**config.mk**
```make
export PLATFORM = sky130hd
export DESIGN_NAME = fifo_rr_reader
export DESIGN_NICKNAME = d
export VERILOG_FILES = /design/src/rtl/crossbar_pkg.sv /design/src/rtl/rr_arbiter.sv /design/src/rtl/fifo_rr_reader.sv
export SDC_FILE = /design/constraint.sdc
export NUM_CORES = 1
export LEC_CHECK = 0
export ABC_CLOCK_PERIOD_IN_PS = 2600
export BUFFER_PORTS_ARGS = -buffer_cell sky130_fd_sc_hd__buf_2
export CAP_MARGIN = 20
export CELL_PAD_IN_SITES_DETAIL_PLACEMENT = 0
export CELL_PAD_IN_SITES_GLOBAL_PLACEMENT = 1
export CORE_AREA = 5 5 103 86
export CTS_BUF_LIST = sky130_fd_sc_hd__clkbuf_8
export CTS_CLUSTER_SIZE = 16
export DETAILED_ROUTE_END_ITERATION = 16
export DIE_AREA = 0 0 108 91
export PLACE_DENSITY = 0.95
export RECOVER_POWER = 100
export SETUP_SLACK_MARGIN = 0.1
export SYNTH_ARGS = -nofsm -noshare
export SYNTH_HDL_FRONTEND = slang
export SYNTH_SLANG_ARGS = --single-unit
```
**constraint.sdc**
```tcl
create_clock -name aclk -period 2.6 [get_ports aclk]
set_input_delay 0.78 -clock aclk [delete_from_list [all_inputs] [get_ports aclk]]
set_output_delay 0.78 -clock aclk [all_outputs]
set_load 0.02 [all_outputs]
```
**src/rtl/crossbar_pkg.sv**
```systemverilog
// Shared types and constants for the crossbar FIFO drain logic.
//   rd_state_t     : reader FSM state encoding
//   DWIDTH_DEFAULT : default data word width of the per-source FIFOs
package crossbar_pkg;

  localparam int unsigned DWIDTH_DEFAULT = 32;

  typedef enum logic [1:0] {
    RD_IDLE   = 2'd0,
    RD_SETTLE = 2'd1,
    RD_OUT    = 2'd2
  } rd_state_t;

endpackage

```
**src/rtl/rr_arbiter.sv**
```systemverilog
// Combinational round-robin arbiter.
//   req     : request vector, one bit per requester
//   last    : index of the most recent grant; the search starts at last+1
//   gnt_idx : index of the winning requester (0 when any_req is low)
//   any_req : at least one request bit is set
module rr_arbiter #(
  parameter int unsigned N   = 4,
  parameter int unsigned IDW = $clog2(N)
) (
  input  logic [N-1:0]   req,
  input  logic [IDW-1:0] last,
  output logic [IDW-1:0] gnt_idx,
  output logic           any_req
);

  // Walk last+1, last+2, ... modulo N; the modulo keeps non-power-of-two
  // sizes from ever landing on an index >= N.
  always_comb begin
    gnt_idx = '0;
    any_req = 1'b0;
    for (int unsigned i = 1; i <= N; i++) begin
      int unsigned k;
      k = (32'(last) + i) % N;
      if (!any_req && req[IDW'(k)]) begin
        any_req = 1'b1;
        gnt_idx = IDW'(k);
      end
    end
  end

endmodule

```
**src/rtl/fifo_rr_reader.sv**
```systemverilog
// Drains NSRC per-source FIFOs round-robin onto one valid/ready stream.
//   aclk, areset  : clock, synchronous active-high reset
//   src_not_empty : per-source FIFO not_empty
//   src_data      : per-source registered head word, source k at [k*DWIDTH +: DWIDTH]
//   src_pop       : per-source pop pulse (combinational from state, at most one bit)
//   m_tdata/m_tid : output word and its source index
//   m_tvalid      : output valid, m_tready : downstream ready
module fifo_rr_reader
  import crossbar_pkg::*;
#(
  parameter  int unsigned DWIDTH = DWIDTH_DEFAULT,
  parameter  int unsigned NSRC   = 4,
  localparam int unsigned IDW    = $clog2(NSRC)
) (
  input  logic                   aclk,
  input  logic                   areset,
  input  logic [NSRC-1:0]        src_not_empty,
  input  logic [NSRC*DWIDTH-1:0] src_data,
  output logic [NSRC-1:0]        src_pop,
  output logic [DWIDTH-1:0]      m_tdata,
  output logic [IDW-1:0]         m_tid,
  output logic                   m_tvalid,
  input  logic                   m_tready
);

  rd_state_t            state;
  logic [IDW-1:0]       sel;
  logic [IDW-1:0]       last_grant;
  logic [IDW-1:0]       gnt_idx;
  logic                 any_req;
  logic [DWIDTH-1:0]    src_words [NSRC];
  logic [DWIDTH-1:0]    head_word;

  rr_arbiter #(
    .N   (NSRC),
    .IDW (IDW)
  ) u_arb (
    .req     (src_not_empty),
    .last    (last_grant),
    .gnt_idx (gnt_idx),
    .any_req (any_req)
  );

  // Unpack the flat head-word bus into per-source words.
  for (genvar g = 0; g < NSRC; g++) begin : g_words
    assign src_words[g] = src_data[g*DWIDTH +: DWIDTH];
  end

  assign head_word = src_words[sel];

  // Pop during SETTLE; the FIFO's head word for sel is still the old one
  // this cycle and is captured at the end of it.
  always_comb begin
    src_pop = '0;
    if (state == RD_SETTLE) src_pop[sel] = 1'b1;
  end

  // Reader FSM with registered outputs.
  always_ff @(posedge aclk) begin
    if (areset) begin
      state      <= RD_IDLE;
      sel        <= '0;
      last_grant <= IDW'(NSRC - 1);
      m_tdata    <= '0;
      m_tid      <= '0;
      m_tvalid   <= 1'b0;
    end else begin
      case (state)
        RD_IDLE: begin
          if (any_req) begin
            sel        <= gnt_idx;
            last_grant <= gnt_idx;
            state      <= RD_SETTLE;
          end
        end
        RD_SETTLE: begin
          m_tdata  <= head_word;
          m_tid    <= sel;
          m_tvalid <= 1'b1;
          state    <= RD_OUT;
        end
        RD_OUT: begin
          if (m_tready) begin
            m_tvalid <= 1'b0;
            state    <= RD_IDLE;
          end
        end
        default: begin
          m_tvalid <= 1'b0;
          state    <= RD_IDLE;
        end
      endcase
    end
  end

endmodule

```
# Word-level counts from Yosys, hierarchy flattened
# Cells that the tools add are included.
# op_classes
n_addsub	4
n_lt_le_gt_ge	7
eq_ne	4
n_mux	27
bitwise	2
reduce_logical	11
# ops
operator	n
$bmux W32 S2	1
$mux W32	2
$lt A2 B3 Y1 const B	5
$mux W2	6
$mux W1	10
$bmux W1 S2	4
$pmux W2 S3	1
$reduce_and A2 Y1	3
$add A2 B1 Y2 const B	2
$add A2 B2 Y2 const B	2
$logic_and A1 B1 Y1	4
$mux W4	1
$ne A2 B2 Y1 const B	2
$ge A3 B3 Y1 const B	1
$logic_not A1 Y1	3
$not A2 Y3	1
$pmux W1 S3	1
$demux W1 S2	1
$eq A2 B1 Y1 const B	1
$eq A2 B2 Y1 const B	1
$ge A2 B1 Y1 const B	1
$logic_not A2 Y1	1
$not A1 Y1	1
# word_totals
register_bits	41
inputBits	135
output_inout_bits	39
elab_cells	61

# Depth between registers and ports, before layout
# logic_depth
word_depth	15
ltp_mapped	5
ltp_nobuf	4

# Modules after synthesis
# Synthesis repeated with hierarchy kept, for this count alone.
# hier_totals
cells_unflattened	238
hier_area_um2	2277.2
# by_module_without_submodules
module	n_inst	cells_each	area_per_inst_um2
fifo_rr_reader	1	224	2185.8
rr_arbiter	1	14	91.3

# Least setup slack after synthesis
# Ideal clock, no wire load.
# synth_timing
path_type	register to output
from	reg state[1]
to	out src_pop[2]
arrival_time_ps	1339
required_ps	1820
slack_ps	481
path_stages_with_launch	5
path_buffers	2
cell_sequence	dfxtp_1 -> nand2b_1 -> buf_2 -> clkbuf_1 -> nor3b_1
# synth_via
elab_chain_len	2
# synth_lines
item	line	source
start: declaration	fifo_rr_reader.sv:26	rd_state_t state;
start signal: assignment	fifo_rr_reader.sv:61	state <= RD_IDLE;
start signal: assignment	fifo_rr_reader.sv:73	state <= RD_SETTLE;
start signal: assignment	fifo_rr_reader.sv:80	state <= RD_OUT;
$eq A2 B1 Y1	fifo_rr_reader.sv:55	if (state == RD_SETTLE) src_pop[sel] = 1'b1;
$mux W4	fifo_rr_reader.sv:55	
end: declaration	fifo_rr_reader.sv:19	output logic [NSRC-1:0] src_pop,
# No other way between the ends.

# Worst setup path after layout
# layout_timing
from	reg sel[0]
to	out src_pop[1]
# layout_via
elab_chain_len	5
# layout_lines
item	line	source
start: declaration	fifo_rr_reader.sv:27	logic [IDW-1:0] sel;
start signal: assignment	fifo_rr_reader.sv:71	sel <= gnt_idx;
$lt A2 B3 Y1 (implied by the code) / $ge A2 B1 Y1 (equally long branches)	fifo_rr_reader.sv:55	
$logic_and A1 B1 Y1 (implied by the code)	fifo_rr_reader.sv:55	
$mux W1 (implied by the code)	fifo_rr_reader.sv:55	
$demux W1 S2 *	fifo_rr_reader.sv:55	
$mux W4 *	fifo_rr_reader.sv:55	
# Mark *: on every way between the ends. The rest lies on a longest branch, timed or not.

==> impl_metrics.json <==
{
  "cp-end-kind": "output port",
  "gp_congestion": 0.857,
  "finalHoldViolations": 0,
  "syn_area_mm2": 0.00233,
  "die-area_mm2": 0.00983,
  "crit_type": "flip-flop to output port",
  "ys_types": 26,
  "synth-edff-count": 0,
  "clock-sinks": 41,
  "first_iter_violations": 111,
  "drive_above_1_share_pct": 44.7,
  "synth_largest_area_cell": "dfxtp_1",
  "async_flop_share_pct": 0,
  "worstPathArrival_ns": 1.48,
  "irDropWorstVdd_mv": 0.199,
  "worst_setup_path_start_kind": "flip-flop",
  "synth_nets": 373,
  "hp-class": "flip-flop to flip-flop",
  "post-route-period-util_pct": 86.8,
  "drv_cap": 0,
  "synth_common_cells": "72 x nand2_1, 41 x dfxtp_1, 39 x a21oi_1",
  "period_needed_ns": 2.26,
  "n_antenna_cell": 0,
  "placement_rows": 29,
  "grt_max_degree": 42,
  "overflow": 0,
  "ant_nets": 0,
  "reg2reg_from": "sel[0]",
  "htree_levels": 2,
  "required_ns": 1.82,
  "area_growth_pct": 42.4,
  "avgViaCountPerCell": 4.81,
  "vias": 2460,
  "cts.clk_slew.worst_paths_ns": 0.08,
  "whs_ns": 0.456,
  "syn_inst": 238,
  "critPathMaxStageDelay_ns": 0.70,
  "totalWireLength_mm": 7.79,
  "grt_pass1_wl_mm": 11.9,
  "die_y_um": 91,
  "worstHoldEndpoint": "m_tdata[16]",
  "drc_errors": 0,
  "yosysTopAreaCellShare_pct": 35.3,
  "core_mm2": 0.00769,
  "ff2ff_path_depth": 4,
  "maxSlewViolCount": 0,
  "ys_warn_count": 0,
  "fin_worst_skew_ns": 0.00405,
  "fin_tns_setup_ns": 0,
  "powerDensity_mw_per_mm2": 546,
  "synth.yosys.seq_area_share_pct": 35.3,
  "cts_max_path_buffers": 2,
  "cts_tree": "yes",
  "grt_pass1_vias": 2555,
  "post_cts_buffers": 0,
  "final_nets": 538,
  "rrSetupSlack_ns": 0.79,
  "reg2reg_to": "m_tdata[17]",
  "relSlewSlack_pct": 43.2,
  "synth.most_common_cell": "nand2_1",
  "dominantRegCellSynth": "dfxtp_1",
  "hold_depth": 2,
  "grt_antenna_before_repair": 0,
  "drt_pass1_iterations": 4,
  "root_buffer": "clkbuf_8",
  "worstPathMaxFanout": 18,
  "initial_utilization_pct": 30.2,
  "max_freq_ghz": 0.443,
  "insertion_delay_ns": 0.28,
  "post_cts_resize_count": 0,
  "cts_hold_buf": 0,
  "numCtsBuffers": 5,
  "grt_use_total_pct": 15.1,
  "wl_per_cell_um": 15.3,
  "io_pins": 174,
  "worst_pin_slew_ns": 0.852,
  "rsz0062_at_grt": "no",
  "p_leak_uw": 0.00137,
  "slowest_stage": "dfxtp_2",
  "yosys-top-cells-area": "dfxtp_1 35%, mux4_2 31%, nand2_1 12%, a21oi_1 8.4%, clkbuf_1 1.6%",
  "postSynthAreaPerCell_um2": 9.77,
  "status": "completed",
  "finalSetupViolCount": 0,
  "synth-seq-cells": 41,
  "port_buffers": 173,
  "min-delay-start": "m_tdata[16]",
  "die_w_um": 108,
  "path_cells": "nand2_1 -> nor2_1 -> clkbuf_1",
  "dp_hpwl_mm": 6.19
}
-- per-layer routing --
layer | part of all wire, % | GRT usage [%]
met1 | 37 | 16.3
met2 | 52 | 28.5
met3 | 9.5 | 3.90
met4 | 1.2 | 4.63
met5 | 0 | 0
-- power breakdown --
part	internal (uW)	leakage, uW	switching [uW]
clock	207	0.0000485	205
combinational	321	0.000988	307
sequential	695	0.000337	74.2
-- cell type report --
cell class,count,area [um^2]
Timing Repair Buffer,179,873
Multi-Input combinational cell,176,1390
Fill cell,813,4380
Tap cell,108,135
Clock buffer,6,82.6
Clock inverter,1,3.75
Sequential cell,41,823
-- worst max-delay path by stage --
| stage | start | endpoint | slack (ns) | cells past startpoint |
|---|---|---|---|---|
| 2_1_floorplan | state[1] | src_pop[2] | 0.48 | 4 |
| 3_3_place_gp | src_not_empty[1] | sel[1] | 0.56 | 5 |
| 3_5_place_dp | src_not_empty[1] | sel[1] | 0.53 | 5 |
| 4_1_cts | sel[0] | src_pop[1] | 0.36 | 3 |
| 5_1_grt | sel[0] | src_pop[1] | 0.20 | 3 |
| 6_report | sel[0] | src_pop[1] | 0.34 | 3 |
-- cells in the final DEF (no fill, tap or decap) --
master	n
nand2_1	72
nor2b_2	1
a211o_1	1
nand3b_1	2
clkbuf_1	40
a2111oi_0	1
nor4_1	1
or2b_1	1
nand2b_1	2
buf_12	1
a21o_1	1
and3_1	1
a211oi_1	1
buf_2	132
a21oi_1	39
a311o_1	1
o22ai_1	1
buf_4	5
nor3_1	3
dfxtp_1	39
clkbuf_8	6
nor2_1	9
clkbuf_2	1
inv_1	1
nor2b_1	1
nor3b_1	2
o21bai_1	1
and2b_1	1
dfxtp_2	2
mux4_2	32
or3b_1	2
-- sequential cells by signal, indices dropped and copies added (netlist names) --
register and flops:
last_grant 2, state 2, m_tid 2, m_tvalid 1, m_tdata 32, sel 2
-- cell families after synthesis --
family                 count (synthesis)  synth area share [%]
and+or+nand+nor                       98                  18.3
AOI/OAI and AO/OA                     46                  11.1
DFF                                   41                  35.3
muxes                                 32                  31.0
buffers and inverters                 21                  4.36
-- worst max-delay path: cells and delay by family, from the launching register on --
family                 cells  cell delay, ns
buffers and inverters      1            0.24
flip-flops                 1            0.70
AND/OR/NAND/NOR            2            0.25
-- through the flow --
stage          cells  worst slack, ns  cell area, um^2  util, %  total power, uW
5_1_grt          511            0.197             3310     43.1             1930
4_1_cts          511            0.364             3370     43.9             1860
2_1_floorplan    238            0.481             2330        -             1200
3_5_place_dp     504            0.529             3290     42.7             1440
6_report         511            0.344             3310     43.1             1810
3_3_place_gp     504            0.563             3290     42.7             1420
(Power assumes the default switching activity.)
